$ cat src/rtl/axi2per_pkg.sv
// Shared definitions for the AXI-to-peripheral bridge front end.
//   seq_state_e      request sequencer FSM states
//   dir_e            burst direction, also the arbiter's last_served encoding
//   AXI2PER_4K_MASK  low address bits that advance within a 4 KiB page
//   trans_info_t     per-beat info handed to the response stage
//   incr_4k          beat-to-beat address step inside the 4 KiB page
package axi2per_pkg;

  typedef enum logic [1:0] {
    SEQ_IDLE  = 2'd0,
    SEQ_WRITE = 2'd1,
    SEQ_READ  = 2'd2
  } seq_state_e;

  typedef enum logic {
    DIR_WRITE = 1'b0,
    DIR_READ  = 1'b1
  } dir_e;

  localparam logic [11:0] AXI2PER_4K_MASK = 12'hFFF;

  // Widest ID the response-stage struct can carry; narrower IDs are zero-extended.
  localparam int unsigned AXI2PER_MAX_ID_W = 16;

  typedef struct packed {
    logic [AXI2PER_MAX_ID_W-1:0] id;
    logic                        we;
    logic                        last;
  } trans_info_t;

  // Next word address inside the page: upper bits are held by the caller,
  // the byte offset of an unaligned first beat is dropped from then on.
  function automatic logic [11:0] incr_4k(input logic [11:0] a);
    return (a + 12'd4) & AXI2PER_4K_MASK & ~12'd3;
  endfunction

endpackage

$ cat src/rtl/axi2per_rr_arb2.sv
// Two-way write/read arbiter with a last_served flop.
//   clk_i, rst_ni        clock, async active-low reset
//   en_i                 arbitration allowed (sequencer idle)
//   req_w_i, req_r_i     write / read candidates
//   gnt_w_o, gnt_r_o     one-hot grant; a grant is also the AX handshake,
//                        since the requester is valid whenever it is granted
module axi2per_rr_arb2
  import axi2per_pkg::*;
(
  input  logic clk_i,
  input  logic rst_ni,
  input  logic en_i,
  input  logic req_w_i,
  input  logic req_r_i,
  output logic gnt_w_o,
  output logic gnt_r_o
);

  dir_e last_q;

  // On a tie the direction not served last wins; reset favours read first.
  always_comb begin
    gnt_w_o = en_i & req_w_i & (~req_r_i | (last_q == DIR_READ));
    gnt_r_o = en_i & req_r_i & (~req_w_i | (last_q == DIR_WRITE));
  end

  always_ff @(posedge clk_i or negedge rst_ni) begin
    if (!rst_ni)      last_q <= DIR_WRITE;
    else if (gnt_w_o) last_q <= DIR_WRITE;
    else if (gnt_r_o) last_q <= DIR_READ;
  end

endmodule

$ cat src/rtl/axi2per_req_sequencer.sv
// Request stage of the AXI-to-peripheral bridge. Accepts one AW or AR burst
// at a time and splits it into single-word peripheral requests.
//   clk_i, rst_ni                      clock, async active-low reset
//   aw_* / w_* / ar_*                  AXI4 write address, write data, read address
//   per_req_o/per_gnt_i                peripheral request handshake
//   per_add_o, per_we_n_o,
//   per_wdata_o, per_be_o              peripheral request payload
//   trans_valid_o/id/we/last           granted-beat info for the response stage
//   aw_sync_o, ar_sync_o               one pulse per accepted burst (busy unit)
module axi2per_req_sequencer
  import axi2per_pkg::*;
#(
  parameter int unsigned AXI_ADDR_WIDTH = 32,
  parameter int unsigned DATA_WIDTH     = 32,
  parameter int unsigned ID_WIDTH       = 6
) (
  input  logic                      clk_i,
  input  logic                      rst_ni,

  input  logic                      aw_valid_i,
  output logic                      aw_ready_o,
  input  logic [AXI_ADDR_WIDTH-1:0] aw_addr_i,
  input  logic [7:0]                aw_len_i,
  input  logic [ID_WIDTH-1:0]       aw_id_i,

  input  logic                      w_valid_i,
  output logic                      w_ready_o,
  input  logic [DATA_WIDTH-1:0]     w_data_i,
  input  logic [3:0]                w_strb_i,

  input  logic                      ar_valid_i,
  output logic                      ar_ready_o,
  input  logic [AXI_ADDR_WIDTH-1:0] ar_addr_i,
  input  logic [7:0]                ar_len_i,
  input  logic [ID_WIDTH-1:0]       ar_id_i,

  output logic                      per_req_o,
  input  logic                      per_gnt_i,
  output logic [AXI_ADDR_WIDTH-1:0] per_add_o,
  output logic                      per_we_n_o,
  output logic [DATA_WIDTH-1:0]     per_wdata_o,
  output logic [3:0]                per_be_o,

  output logic                      trans_valid_o,
  output logic [ID_WIDTH-1:0]       trans_id_o,
  output logic                      trans_we_o,
  output logic                      trans_last_o,

  output logic                      aw_sync_o,
  output logic                      ar_sync_o
);

  seq_state_e                state_q, state_d;
  logic [AXI_ADDR_WIDTH-1:0] addr_q;
  logic [7:0]                cnt_q;
  logic [ID_WIDTH-1:0]       id_q;
  logic                      gnt_w, gnt_r;
  logic                      fire;
  trans_info_t               info;

  axi2per_rr_arb2 u_arb (
    .clk_i   (clk_i),
    .rst_ni  (rst_ni),
    .en_i    (state_q == SEQ_IDLE),
    .req_w_i (aw_valid_i),
    .req_r_i (ar_valid_i),
    .gnt_w_o (gnt_w),
    .gnt_r_o (gnt_r)
  );

  always_comb begin
    state_d     = state_q;
    aw_ready_o  = 1'b0;
    ar_ready_o  = 1'b0;
    w_ready_o   = 1'b0;
    per_req_o   = 1'b0;
    per_we_n_o  = 1'b1;
    per_wdata_o = '0;
    per_be_o    = 4'h0;
    aw_sync_o   = 1'b0;
    ar_sync_o   = 1'b0;
    fire        = 1'b0;
    unique case (state_q)
      SEQ_IDLE: begin
        aw_ready_o = gnt_w;
        ar_ready_o = gnt_r;
        aw_sync_o  = gnt_w;
        ar_sync_o  = gnt_r;
        if (gnt_w)      state_d = SEQ_WRITE;
        else if (gnt_r) state_d = SEQ_READ;
      end
      SEQ_WRITE: begin
        // Request only follows W so a stalled W never issues a half-formed write.
        per_req_o   = w_valid_i;
        w_ready_o   = per_gnt_i & w_valid_i;
        per_we_n_o  = 1'b0;
        per_wdata_o = w_data_i;
        per_be_o    = w_strb_i;
        fire        = per_gnt_i & w_valid_i;
        if (fire && cnt_q == 8'd0) state_d = SEQ_IDLE;
      end
      SEQ_READ: begin
        per_req_o = 1'b1;
        per_be_o  = 4'hF;
        fire      = per_gnt_i;
        if (fire && cnt_q == 8'd0) state_d = SEQ_IDLE;
      end
      default: state_d = SEQ_IDLE;
    endcase
  end

  always_ff @(posedge clk_i or negedge rst_ni) begin
    if (!rst_ni) begin
      state_q <= SEQ_IDLE;
      addr_q  <= '0;
      cnt_q   <= 8'd0;
      id_q    <= '0;
    end else begin
      state_q <= state_d;
      if (gnt_w) begin
        addr_q <= aw_addr_i;
        cnt_q  <= aw_len_i;
        id_q   <= aw_id_i;
      end else if (gnt_r) begin
        addr_q <= ar_addr_i;
        cnt_q  <= ar_len_i;
        id_q   <= ar_id_i;
      end else if (fire) begin
        addr_q <= {addr_q[AXI_ADDR_WIDTH-1:12], incr_4k(addr_q[11:0])};
        cnt_q  <= cnt_q - 8'd1;
      end
    end
  end

  assign per_add_o = addr_q;

  // Beat info is zero outside a granted beat so idle/reset values are clean.
  always_comb begin
    info      = '0;
    info.id   = fire ? AXI2PER_MAX_ID_W'(id_q) : '0;
    info.we   = fire & (state_q == SEQ_WRITE);
    info.last = fire & (cnt_q == 8'd0);
  end

  assign trans_valid_o = fire;
  assign trans_id_o    = ID_WIDTH'(info.id);
  assign trans_we_o    = info.we;
  assign trans_last_o  = info.last;

endmodule

$ cat config.mk
export PLATFORM = sky130hd
export DESIGN_NAME = axi2per_req_sequencer
export DESIGN_NICKNAME = d
export VERILOG_FILES = /design/src/rtl/axi2per_pkg.sv /design/src/rtl/axi2per_rr_arb2.sv /design/src/rtl/axi2per_req_sequencer.sv
export SDC_FILE = /design/constraint.sdc
export NUM_CORES = 1
export LEC_CHECK = 0
export BUFFER_PORTS_ARGS = -buffer_cell sky130_fd_sc_hd__buf_2
export CAP_MARGIN = 20
export CORE_MARGIN = 8
export CORE_UTILIZATION = 45
export CTS_CLUSTER_DIAMETER = 80
export DETAILED_ROUTE_END_ITERATION = 7
export PLACE_DENSITY = 0.83
export SYNTH_ARGS = -nofsm -noshare
export SYNTH_HDL_FRONTEND = slang
export SYNTH_SLANG_ARGS = --single-unit
$ cat constraint.sdc
create_clock -name clk_i -period 3.03 [get_ports clk_i]
set_input_delay 0.4545 -clock clk_i [delete_from_list [all_inputs] [get_ports clk_i]]
set_output_delay 0.4545 -clock clk_i [all_outputs]
set_load 0.02 [all_outputs]
# Yosys cells after proc, flatten, opt, wreduce, memory -nomap -nowiden
# Index checks and enable logic that the tools add are counted.
[totals] register_bits=49 in_bits=134 wordCells=56
[op_classes] n_reduce_logical=7 n_mux=24 bitwise_logic=12 eq_ne=5 add_sub_neg=2
[op_table] operator="$mux W32" count=3
[op_table] operator="$mux W8" count=3
[op_table] operator="$mux W6" count=3
[op_table] operator="$add A12 B3 Y12 const B" count=1
[op_table] operator="$mux W12" count=1
[op_table] operator="$logic_not A8 Y1" count=1
[op_table] operator="$mux W2" count=4
[op_table] operator="$pmux W4 S2" count=1
[op_table] operator="$sub A8 B1 Y8 const B" count=1
[op_table] operator="$and A1 B1 Y1" count=7
[op_table] operator="$mux W1" count=6
[op_table] operator="$pmux W2 S3" count=1
[op_table] operator="$ne A2 B2 Y1 const B" count=2
[op_table] operator="$pmux W1 S2" count=2
[op_table] operator="$ne A3 B3 Y1 const B" count=1
[op_table] operator="$not A1 Y1" count=3
[op_table] operator="$reduce_and A3 Y1" count=1
[op_table] operator="$reduce_bool A3 Y1" count=1
[op_table] operator="$eq A2 B1 Y1 const B" count=1
[op_table] operator="$eq A2 B2 Y1 const B" count=1
[op_table] operator="$logic_and A1 B1 Y1" count=2
[op_table] operator="$logic_not A2 Y1" count=1
[op_table] operator="$or A1 B1 Y1" count=2
[op_table] operator="$reduce_bool A2 Y1" count=1

# Logic depth before layout (Yosys ltp)
[logic_depth] depth_word=6 depth_mapped=9 mapped_depth_nobuf=7

# Modules after synthesis
# From an unflattened synthesis, not the netlist that was laid out.
[hier_totals] hier_cells=365 area_unflattened_um2=3191.8
[modules_own_cells] mod="axi2per_req_sequencer" cells_per_inst=357 area_each_um2=3130.5 n_inst=1 seq_area_each_um2=1201.2
[modules_own_cells] mod="axi2per_rr_arb2" cells_per_inst=8 area_each_um2=61.3 n_inst=1 seq_area_each_um2=25.0

# Least setup slack after synthesis
# Ideal clock, no wire load.
[synth_timing] path_type="register to output" startpoint="register state_q[0]" endpoint="output trans_last_o" stages_incl_launch_ff=7 required_ns=2.575 t_arrival_ns=1.582 n_path_buf=1 slack_ns=0.994 cell_sequence="dfrtp_1 > inv_1 > ha_1 > a21o_1 > clkbuf_1 > and2_1 > and3_2"
[synth_via] elab_chain_len=3 elab_cells_between_ends=4 classes_between="eq/ne (2); mux (1); bitwise (1)"
[synth_lines] item="start: declaration" line_no="axi2per_req_sequencer.sv:53" source="seq_state_e state_q, state_d;"
[synth_lines] item="start signal: assignment" line_no="axi2per_req_sequencer.sv:119" source="state_q <= state_d;"
[synth_lines] item="$eq A2 B2 Y1 / $eq A2 B1 Y1 (equally long branches)" line_no="axi2per_req_sequencer.sv:83" source="unique case (state_q)"
[synth_lines] item="$pmux W1 S2 *" line_no="axi2per_req_sequencer.sv:83"
[synth_lines] item="$and A1 B1 Y1 *" line_no="axi2per_req_sequencer.sv:142" source="info.last = fire & (cnt_q == 8'd0);"
[synth_lines] item="end: declaration" line_no="axi2per_req_sequencer.sv:47" source="output logic trans_last_o,"
# Every way passes the cells marked *; elsewhere a longest branch is shown, timed or not.

# Final worst setup path
[layout_timing] startpoint="register state_q[0]" endpoint="output trans_valid_o"
[layout_via] elab_chain_len=2 elab_cells_between_ends=3 classes_between="eq/ne (2); mux (1)"
[layout_lines] item="$eq A2 B2 Y1 / $eq A2 B1 Y1 (equally long branches)" line_no="axi2per_req_sequencer.sv:83"
[layout_lines] item="$pmux W1 S2 *" line_no="axi2per_req_sequencer.sv:83"
[layout_lines] item="end: declaration" line_no="axi2per_req_sequencer.sv:44" source="output logic trans_valid_o,"
# Marks and branches as above.

==> results.json <==
{
  "seq_area_um2": 1226,
  "overflow": 0,
  "cts_tree": "yes",
  "syn_area_um2": 3146,
  "ctsHoldBuffers": 0,
  "path_max_fanout": 11,
  "vdd_drop_max_v": 0.0005003,
  "finalNetCount": 684,
  "slew_viol_final": 0,
  "grt_pass1_vias": 3683,
  "cts.sinks": 49,
  "finalPower_uw": 4097,
  "track_usage_pct": 22.32,
  "multi_input_area_um2": 1595,
  "yosysSeqAreaShare_pct": 38.98,
  "initial_core_util_pct": 46.30,
  "end_kind": "output pin",
  "timing.slew.headroom_pct": 33.97,
  "synth_top_family_by_area": "compound AO/OA/AOI/OAI gates",
  "nFillCells": 567,
  "cts_buffer_depth": 2,
  "synth_flop_cell": "dfrtp_1",
  "cts_setup_buffers": 0,
  "hold_viol_final": 0,
  "tightest_slew_ps": 990.3,
  "startpoint_type": "register",
  "die_y_um": 99.61,
  "design_area_um2": 4314,
  "period_needed_ps": 2774,
  "synth-xor-area-share_pct": 0.5569,
  "grt_max_degree": 42,
  "vias": 3609,
  "post_cts_resized": 0,
  "h-tree-depth": 2,
  "setup_violations": 0,
  "synth.area.mux_share_pct": 0.6364,
  "antenna_found_initial": 1,
  "cts_buffers": 5,
  "worstSkewPairLatency_ps": 310,
  "finalSetupTns_ps": 0,
  "rsz0062_at_grt": "false",
  "dr.first_iter.drc_count": 290,
  "pwr_density_cell_nw_per_um2": 949.7,
  "clockRootBuffer": "clkbuf_8",
  "grt_pass1_wl_um": 18180,
  "areaGrowthSynthToFinish_pct": 37.15,
  "outcome": "finished, final reports clean",
  "synth-compound-area-share_pct": 26.33,
  "io_buffer_count": 217,
  "p_leak_uw": 0.002364,
  "max_cap_violations": 0,
  "via_per_inst": 5.630,
  "hold_ws_ps": 143.9,
  "synth_nets": 481,
  "firstDrtPassIters": 8,
  "drc": 0,
  "fmax_ghz": 0.3605,
  "path_class": "register to output pin",
  "antenna_cells": 0,
  "ys_async_sr_fraction_pct": 100.0,
  "ys_warn_count": 0,
  "critPathRequiredTime_ps": 2580,
  "synth_adder_area_share_pct": 2.387,
  "finalClockSkew_ps": 13.00,
  "fp.dieW_um": 99.61,
  "synth_simple_gate_area_share_pct": 20.68,
  "final_util_pct": 63.50,
  "place_congestion": 0.8609,
  "path_clk_slew_ps": 110,
  "num_rows": 30,
  "post_dp_cell_area_um2": 4220,
  "core_area_um2": 6794,
  "syn_inst": 341,
  "synth-edff-count": 0,
  "hpwl_um": 9318,
  "min_period_over_period_pct": 91.54,
  "drive_gt1_share_pct": 45.14,
  "io_pins": 218,
  "critical_path_arrival_ps": 2320,
  "ys_ff_latch": 49,
  "wirelength_um": 11670,
  "hp-class": "input pin to async pin",
  "ys_types": 60,
  "ant_nets": 0,
  "wl_per_cell_um": 18.20,
  "die-area_um2": 9921,
  "syn_area_per_cell_um2": 9.224
}
## report_power, final
group | total [uW] | internal [uW] | switching [uW] | leakage, uW
clock network | 416 | 169 | 247 | 0.0000452
registers | 1220 | 962 | 254 | 0.000566
logic | 2460 | 921 | 1540 | 0.00175
## synthesized netlist by cell type, drive strengths merged, types with 7 or more instances
cell / number / area [um^2]
and3: 10 / 63.81
a21oi: 13 / 68.82
inv: 37 / 146.4
nand2: 17 / 63.81
o21ai: 9 / 48.80
nor3: 16 / 80.08
a222oi: 24 / 240.2
and2: 35 / 219.0
a31oi: 8 / 50.05
dfrtp: 49 / 1226
nor2: 7 / 26.28
clkbuf: 9 / 43.79
o22ai: 8 / 50.05
buf: 17 / 128.9
## final cells by class
type	count	share of cell area, %
flip-flops and latches	49	28.42
multi-input cells	228	36.98
well taps	96	2.784
repair buffers	222	26.04
inverters	38	3.596
clock buffers	5	1.595
clock inverters	3	0.5800
## layout by cell type (no fill, tap or decap), types with 6 or more instances in the layout
| cell type | instances |
|---|---|
| a21oi_1 | 12 |
| a222oi_1 | 24 |
| a31oi_1 | 8 |
| and2_1 | 35 |
| and3_1 | 9 |
| buf_2 | 217 |
| dfrtp_1 | 49 |
| ha_1 | 6 |
| inv_1 | 35 |
| nand2_1 | 17 |
| nor2_1 | 7 |
| nor3_1 | 16 |
| o21ai_0 | 7 |
| o22ai_1 | 8 |
| o31ai_1 | 6 |
## worst max-delay path, stage by stage, from the launching register on
cell and delay (ps):
dfrtp_1 380, inv_1 70, ha_1 360, and2_1 380, nand2_1 380, inv_2 240, buf_2 200
## sequential cells by signal, indices dropped and copies added, names as in the netlist
register,cells
u_arb.last_q,1
state_q,2
id_q,6
cnt_q,8
per_add_o,32
## cell families after synthesis
family / count (synthesis)
flip-flops: 49
multiplexers: 2
buffers and inverters: 64
XOR/XNOR: 2
AO/OA/AOI/OAI: 105
AND/OR/NAND/NOR: 113
adder cells (fa/ha/maj): 6
## per-layer routing
layer / vias to the layer above / track usage, % / share of wire [%]
li1: 1678 / - / -
met1: 1715 / 26.68 / 38
met2: 196 / 37.96 / 51
met3: 18 / 6.215 / 9.0
met4: 2 / 6.636 / 1.7
met5: - / 0 / 0.069
## through the flow
step	cells	worst slack (ps)
global route	641	115.8
global placement	633	707.2
floorplan	341	993.9
CTS	641	285.7
finish	641	256.3
detailed placement	633	639.2
## path summary, 6_finish.rpt
| kind | from | to | slack, ps | cells past startpoint |
|---|---|---|---|---|
| min | rst_ni | per_add_o[7]$_DFFE_PN0P_ | 140 | 1 |
| min in group clk_i | ar_addr_i[30] | per_add_o[30]$_DFFE_PN0P_ | 350 | 3 |
| min reg2reg | per_add_o[17]$_DFFE_PN0P_ | per_add_o[17]$_DFFE_PN0P_ | 510 | 2 |
| max in group asynchronous | rst_ni | cnt_q[0]$_DFFE_PN0P_ | 2110 | 2 |
| max | state_q[0]$_DFFE_PN0P_ | trans_valid_o | 260 | 6 |
| max reg2reg | state_q[0]$_DFFE_PN0P_ | cnt_q[4]$_DFFE_PN0P_ | 760 | 6 |
No activity file was read; power rests on OpenSTA's default activity.
